$ cat src/rtl/block_data_memory.sv
// ---------------------------------------------------------------------------
// block_data_memory
//
// Slow, word-organised data memory that answers the data cache's block
// transfer requests (responder side of mem_READ / mem_WRITE / mem_BUSYWAIT).
// Each access costs a fixed latency during which BUSYWAIT stays high. A one
// cycle DONE state follows every access. In DONE, BUSYWAIT is low and the
// request lines are ignored, because the cache keeps driving its request for
// one cycle after busywait falls.
//
// Ports:
//   CLK        in   1   clock, all state updates on posedge
//   RESET      in   1   synchronous, active-high reset (clears all words)
//   READ       in   1   block read request
//   WRITE      in   1   block write request
//   ADDRESS    in   6   block address {tag, index}
//   WRITEDATA  in  32   write block, byte0 = [31:24] ... byte3 = [7:0]
//   READDATA   out 32   read block, valid from DONE, held until next read
//   BUSYWAIT   out  1   high while a request is pending
//   ERR        out  1   one-cycle pulse when READ and WRITE are both high in IDLE
//
// Parameters:
//   LATENCY    BUSY-state cycles per access (1..15)
//   DEPTH      number of 32-bit blocks, must equal 2**6
// ---------------------------------------------------------------------------
module block_data_memory #(
  parameter int LATENCY = 5,
  parameter int DEPTH   = 64
) (
  input  logic        CLK,
  input  logic        RESET,
  input  logic        READ,
  input  logic        WRITE,
  input  logic [5:0]  ADDRESS,
  input  logic [31:0] WRITEDATA,
  output logic [31:0] READDATA,
  output logic        BUSYWAIT,
  output logic        ERR
);

  typedef enum logic [1:0] {
    ST_IDLE = 2'd0,
    ST_BUSY = 2'd1,
    ST_DONE = 2'd2
  } state_t;

  // Counter load value: BUSY lasts LATENCY cycles, counting LATENCY-1 down to 0.
  localparam logic [3:0] LAT_LOAD = 4'(LATENCY - 1);

  state_t      state_r;
  logic [3:0]  count_r;
  logic        op_write_r;
  logic [5:0]  addr_r;
  logic [31:0] wdata_r;
  logic [31:0] mem_r [DEPTH];
  logic        last_cycle_s;
  logic        mem_we_s;

  // Final BUSY cycle of an access, and whether it commits a write.
  always_comb begin
    last_cycle_s = 1'b0;
    mem_we_s     = 1'b0;
    if (state_r == ST_BUSY && count_r == 4'd0) begin
      last_cycle_s = 1'b1;
      mem_we_s     = op_write_r;
    end else begin
      last_cycle_s = 1'b0;
      mem_we_s     = 1'b0;
    end
  end

  // Busywait: combinational in IDLE so the cache sees it in the request cycle.
  always_comb begin
    BUSYWAIT = 1'b0;
    if (RESET) begin
      BUSYWAIT = 1'b0;
    end else begin
      case (state_r)
        ST_IDLE: BUSYWAIT = READ ^ WRITE;
        ST_BUSY: BUSYWAIT = 1'b1;
        ST_DONE: BUSYWAIT = 1'b0;
        default: BUSYWAIT = 1'b0;
      endcase
    end
  end

  // Access sequencer: latches the request, counts latency, returns read data.
  always_ff @(posedge CLK) begin
    if (RESET) begin
      state_r    <= ST_IDLE;
      count_r    <= 4'd0;
      op_write_r <= 1'b0;
      addr_r     <= 6'd0;
      wdata_r    <= 32'h0;
      READDATA   <= 32'h0;
      ERR        <= 1'b0;
    end else begin
      case (state_r)
        ST_IDLE: begin
          // Conflicting request: flag it, start nothing.
          ERR <= READ & WRITE;
          if (READ ^ WRITE) begin
            op_write_r <= WRITE;
            addr_r     <= ADDRESS;
            wdata_r    <= WRITEDATA;
            count_r    <= LAT_LOAD;
            state_r    <= ST_BUSY;
          end
        end
        ST_BUSY: begin
          ERR <= 1'b0;
          if (last_cycle_s) begin
            if (!op_write_r) begin
              READDATA <= mem_r[addr_r];
            end
            state_r <= ST_DONE;
          end else begin
            count_r <= count_r - 4'd1;
          end
        end
        ST_DONE: begin
          ERR     <= 1'b0;
          state_r <= ST_IDLE;
        end
        default: begin
          ERR     <= 1'b0;
          count_r <= 4'd0;
          state_r <= ST_IDLE;
        end
      endcase
    end
  end

  // Block storage: cleared on reset; a write commits only at the end of BUSY,
  // so a reset during the access drops it.
  always_ff @(posedge CLK) begin
    if (RESET) begin
      for (int i = 0; i < DEPTH; i++) begin
        mem_r[i] <= 32'h0;
      end
    end else if (mem_we_s) begin
      mem_r[addr_r] <= wdata_r;
    end
  end

endmodule

$ cat config.mk
export PLATFORM = sky130hd
export DESIGN_NAME = block_data_memory
export DESIGN_NICKNAME = d
export VERILOG_FILES = /design/src/rtl/block_data_memory.sv
export SDC_FILE = /design/constraint.sdc
export NUM_CORES = 2
export LEC_CHECK = 0
export ABC_AREA = 1
export BUFFER_PORTS_ARGS = -buffer_cell sky130_fd_sc_hd__buf_4
export CELL_PAD_IN_SITES_DETAIL_PLACEMENT = 2
export CELL_PAD_IN_SITES_GLOBAL_PLACEMENT = 2
export CORE_MARGIN = 2
export CORE_UTILIZATION = 30
export DETAILED_ROUTE_END_ITERATION = 6
export PLACE_DENSITY_LB_ADDON = 0.1
export SYNTH_ARGS = -nofsm -noshare
export SYNTH_HDL_FRONTEND = slang
export SYNTH_SLANG_ARGS = --single-unit
$ cat constraint.sdc
create_clock -name CLK -period 3.95 [get_ports CLK]
set_clock_uncertainty 0.2 [all_clocks]
set_input_delay 0.79 -clock CLK [delete_from_list [all_inputs] [get_ports CLK]]
set_output_delay 0.79 -clock CLK [all_outputs]
set_load 0.02 [all_outputs]
# Word level (Yosys, flattened, before mapping)
# Memory sizes are Yosys's and may differ from the RTL's. A register that Yosys moved wholly into a read port is not among the register bits.
# Index checks and enable logic that the tools add are counted.
# word_totals
ramBits,2048
in_bits,42
out_inout_bits,34
memories,1
ff_bits,46
# classes
n_reduce_logical,9
n_eq_ne,5
muxes,18
n_addsub,1
n_bitwise,5
# memory_table
memory,words,word_bits,read_ports,rd_clocked_by_memory_dff,wr,line,text
mem_r,64,32,1,1,64,55,logic [31:0] mem_r [DEPTH];
# op_table
operator,count
32-bit 2-to-1 mux,1
32-bit OR reduction,1
4-bit one-hot mux with 3 select lines,1
1-bit 2-to-1 mux,9
4-bit 2-to-1 mux,2
6-bit 2-to-1 mux,1
"2-bit != test, second input constant",3
3-bit AND reduction,2
4-bit zero test,1
2-bit 2-to-1 mux,2
2-bit one-hot mux with 2 select lines,1
2-bit AND reduction,2
"4-bit by 1-bit subtractor with 4-bit output, second input constant",1
1-bit NOT,3
"2-bit by 1-bit == test with 1-bit output, second input constant",1
"2-bit == test, second input constant",1
2-bit zero test,1
1-bit one-hot mux with 2 select lines,1
2-bit OR reduction,1
1-bit bitwise AND,1
1-bit logical AND,1
1-bit bitwise XOR,1

# Logic depth before layout (Yosys ltp)
# logic_depth
depth_word,8
ltp_mapped,12
mapped_depth_nobuf,9

# Worst setup path after synthesis
# OpenSTA, ideal clock, no wires.
# synth_timing
path_type,input to register
from,in RESET
to,"mem mem_r[44][0], enable pin"
arrival_time_ps,2522
path_slack_ps,839
path_buffers,1
required_time_ps,3361
path_stages,6
setup_ps,389
cell_sequence,nor2_2 nand2_2 nor4_4 nand2_1 clkbuf_1 nand2_1
# synth_lines
item,line,text
"start, declared",31,"input logic RESET,"
"end, declared",55,

==> impl_metrics.json <==
{
  "slowest_delay_ns": 0.70,
  "cp_slowest_cell": "dfxtp_4",
  "synth_edf_count": 2048,
  "syn_area_per_cell_sq_um": 9.29,
  "portBuffers": 75,
  "detailed_place_hpwl_mm": 268,
  "htreeDepth": 5,
  "pwr-share-clk_pct": 39.7,
  "route.vias.total": 74857,
  "antenna_found_initial": 26,
  "fp.dieW_um": 576,
  "async_flop_share_pct": 0,
  "critPathKind": "flip-flop to flip-flop",
  "fmax_mhz": 260,
  "yosys_warnings": 0,
  "rr_worst_depth": 9,
  "synth.distinct_cells": 26,
  "grt_max_degree": 136,
  "grt.total_usage_pct": 25.1,
  "coreArea_sq_um": 325000,
  "maxCapViolations": 0,
  "rsz0062_at_grt": "false",
  "drc": 0,
  "hold_start": "WRITEDATA[4]",
  "min_to": "wdata_r[4]$_SDFFE_PP0P_",
  "drt-pass1-iter-count": 5,
  "period_needed_ns": 3.85,
  "final_nets": 10623,
  "dp_cells": 14602,
  "first_global_vias": 79271,
  "netlist_area_sq_um": 98000,
  "fin_cells": 15112,
  "worst_slew_pin_slew_ns": 1.22,
  "ys.flop_type": "edfxtp_1",
  "hold_depth": 3,
  "ys_seq_elements": 2126,
  "swShare_pct": 30.9,
  "p_int_mw": 42.1,
  "drt_iter0_drc": 5265,
  "crit_family": "simple AND/OR/NAND/NOR gates",
  "rrSetupSlack_ns": 0.1,
  "cts.sinks": 2126,
  "status": "completed",
  "r2r-end": "READDATA[26]$_SDFFE_PP0P_",
  "syn_inst": 10553,
  "ant_nets": 0,
  "switching_power_mw": 18.8,
  "crit_chain": "buf_12 -> buf_4 -> nand2_1 -> nand3_1 -> nand2_1 -> o21ai_0 -> nand2_1 -> nor2_1 -> a21oi_1",
  "synth_fp_nets": 10597,
  "worst_hold_path_type": "primary input to flip-flop",
  "routabilityCongestion": 0.819,
  "critPathMaxFanout": 46,
  "synth_common_cells": "nor2_1 (2,573), edfxtp_1 (2,048), nand2_1 (2,035), inv_1 (1,266), nand3_1 (692)",
  "cp.required_ns": 4.47,
  "die_area_sq_um": 331000,
  "min_period_over_period_pct": 97.5,
  "arrival_ns": 4.37,
  "finalWirelength_mm": 419,
  "cts_tree": "built",
  "cts_made_buffers": 270,
  "seq_power_share_pct": 42.6,
  "cts.clk_slew.worst_paths_ns": 0.06,
  "r2r-start": "addr_r[0]$_SDFFE_PP0P_",
  "synth_top_area_share_pct": 62.7,
  "dieHeight_um": 576,
  "cp_num_buf_inv": 2,
  "fin_area_sq_um": 114000,
  "viasPerCell": 4.95,
  "synth_top_cell_by_area": "edfxtp_1",
  "relSlewSlack_pct": 17.5,
  "p_leak_nw": 46.0,
  "cp_common_cell": "nand2_1",
  "holdWs_ns": 0.0734,
  "wl_per_cell_um": 27.7,
  "cts-root-buf": "clkbuf_16",
  "hold_violations": 0,
  "initial_core_util_pct": 30.2,
  "cp-end-kind": "flip-flop",
  "cellPowerDensity_nw_per_um2": 533,
  "ioPinCount": 76,
  "synth.yosys.seq_area_share_pct": 64.3,
  "rows": 209,
  "area_delta_synth_final_pct": 16.5,
  "drive_above_1_share_pct": 12.0,
  "worst_skew_pair.late_latency_ns": 0.90,
  "finalCoreUtilization_pct": 35.2,
  "cp-start-kind": "flip-flop",
  "yosysMostFrequentCell": "nor2_1",
  "clk_path_buf_depth": 4,
  "placed_cell_area_sq_um": 106000,
  "grt_pass1_wl_mm": 597,
  "ir_drop_v": 0.000318,
  "grt-ovfl-total": 0,
  "combinationalPowerShare_pct": 17.6,
  "setup_viol": 0,
  "yosys-top-cells-area": "edfxtp_1 (63%), nor2_1 (9.9%), nand2_1 (7.8%)",
  "tns_ns": 0,
  "slew_violations": 0
}
state kept, by name, summed over array words and instances, names as in the netlist:
register and flops:
state_r 2, mem_r 2048, READDATA 32, count_r 4, op_write_r 1, ERR 1
wdata_r 32, addr_r 6
final cells by class:
class	count	area, sq um
repair buffers	572	5510
multi-input cells	6341	27000
inverters	1268	4830
fillers	35197	210000
diodes	6	15.0
well taps	4325	5410
clock buffers	393	7680
flip-flops and latches	2126	63100
clock inverters	81	687
how the worst max path moves through the flow:
stage / startpoint / endpoint / slack (ns) / depth (start not counted)
3_5_place_dp: addr_r[0]$_SDFFE_PP0P_ / READDATA[4]$_SDFFE_PP0P_ / -0.37 / 10
5_1_grt: addr_r[0]$_SDFFE_PP0P_ / READDATA[26]$_SDFFE_PP0P_ / 0.09 / 9
3_3_place_gp: addr_r[0]$_SDFFE_PP0P_ / READDATA[4]$_SDFFE_PP0P_ / -0.33 / 10
2_1_floorplan: RESET / mem_r[44][0]$_SDFFCE_PN0P_ / 0.84 / 6
4_1_cts: addr_r[0]$_SDFFE_PP0P_ / READDATA[26]$_SDFFE_PP0P_ / 0.007 / 9
6_report: addr_r[0]$_SDFFE_PP0P_ / READDATA[26]$_SDFFE_PP0P_ / 0.1 / 9
tightest hold or removal path: cells and delay by family:
family | cells | cell delay (ns)
buf+inv | 1 | 0.09
compound gates | 2 | 0.23
per-stage QoR:
stage | power (mW) | worst slack (ns)
final | 60.9 | 0.0976
after floorplan | 31.3 | 0.839
after detailed placement | 37.3 | -0.370
after CTS | 61.7 | 0.00703
after global routing | 63.0 | 0.0927
after global placement | 37.2 | -0.334
metal layers:
| metal | GRT usage [%] | wire (um) |
|---|---|---|
| met2 | 43.0 | 204000 |
| met1 | 33.7 | 188000 |
| met4 | 7.56 | 13800 |
| met5 | 0 | 0 |
| met3 | 2.00 | 13200 |
cells by family after synthesis:
| family | share of synthesized area [%] |
|---|---|
| buf+inv | 8.27 |
| xor+xnor | 0.00894 |
| flops | 64.3 |
| simple gates | 23.4 |
| fa+ha+maj | 0.0255 |
| compound gates | 3.92 |
power by group through the flow:
| stage | combinational, mW | clock, mW | sequential [mW] |
|---|---|---|---|
| 4_1_cts | 10.9 | 24.8 | 26.0 |
| 6_report | 10.7 | 24.2 | 26.0 |
| 2_1_floorplan | 5.04 | 0 | 26.2 |
| 3_5_place_dp | 10.9 | 0 | 26.5 |
| 5_1_grt | 11.5 | 25.5 | 26.0 |
| 3_3_place_gp | 10.7 | 0 | 26.4 |
cells in the final DEF (no fill, tap or decap), drive strengths merged:
master / netlist / routed
nor3: 13 / 13
xor2: 1 / 1
inv: 1268 / 1256
nor4: 4 / 4
clkbuf: 565 / 393
edfxtp: 2048 / 2048
or2: 320 / 320
o21ai: 471 / 471
diode: 0 / 6
nand3: 692 / 692
ha: 2 / 2
dlygate4sd3: 0 / 29
a21oi: 75 / 75
buf: 253 / 543
nor2: 2575 / 2575
o211ai: 146 / 146
o31ai: 1 / 1
bufinv: 0 / 10
nand2: 2036 / 2036
nand4: 4 / 4
o22ai: 1 / 1
clkinv: 0 / 83
dfxtp: 78 / 78
timing repair:
action                     4_1_cts  5_1_grt
hold endpoints to repair        32        0
setup buffers                    0        1
setup endpoints to repair        4        1
hold buffers                    29        0
gates resized for setup          6        0
Power figures use the tool's default switching activity.
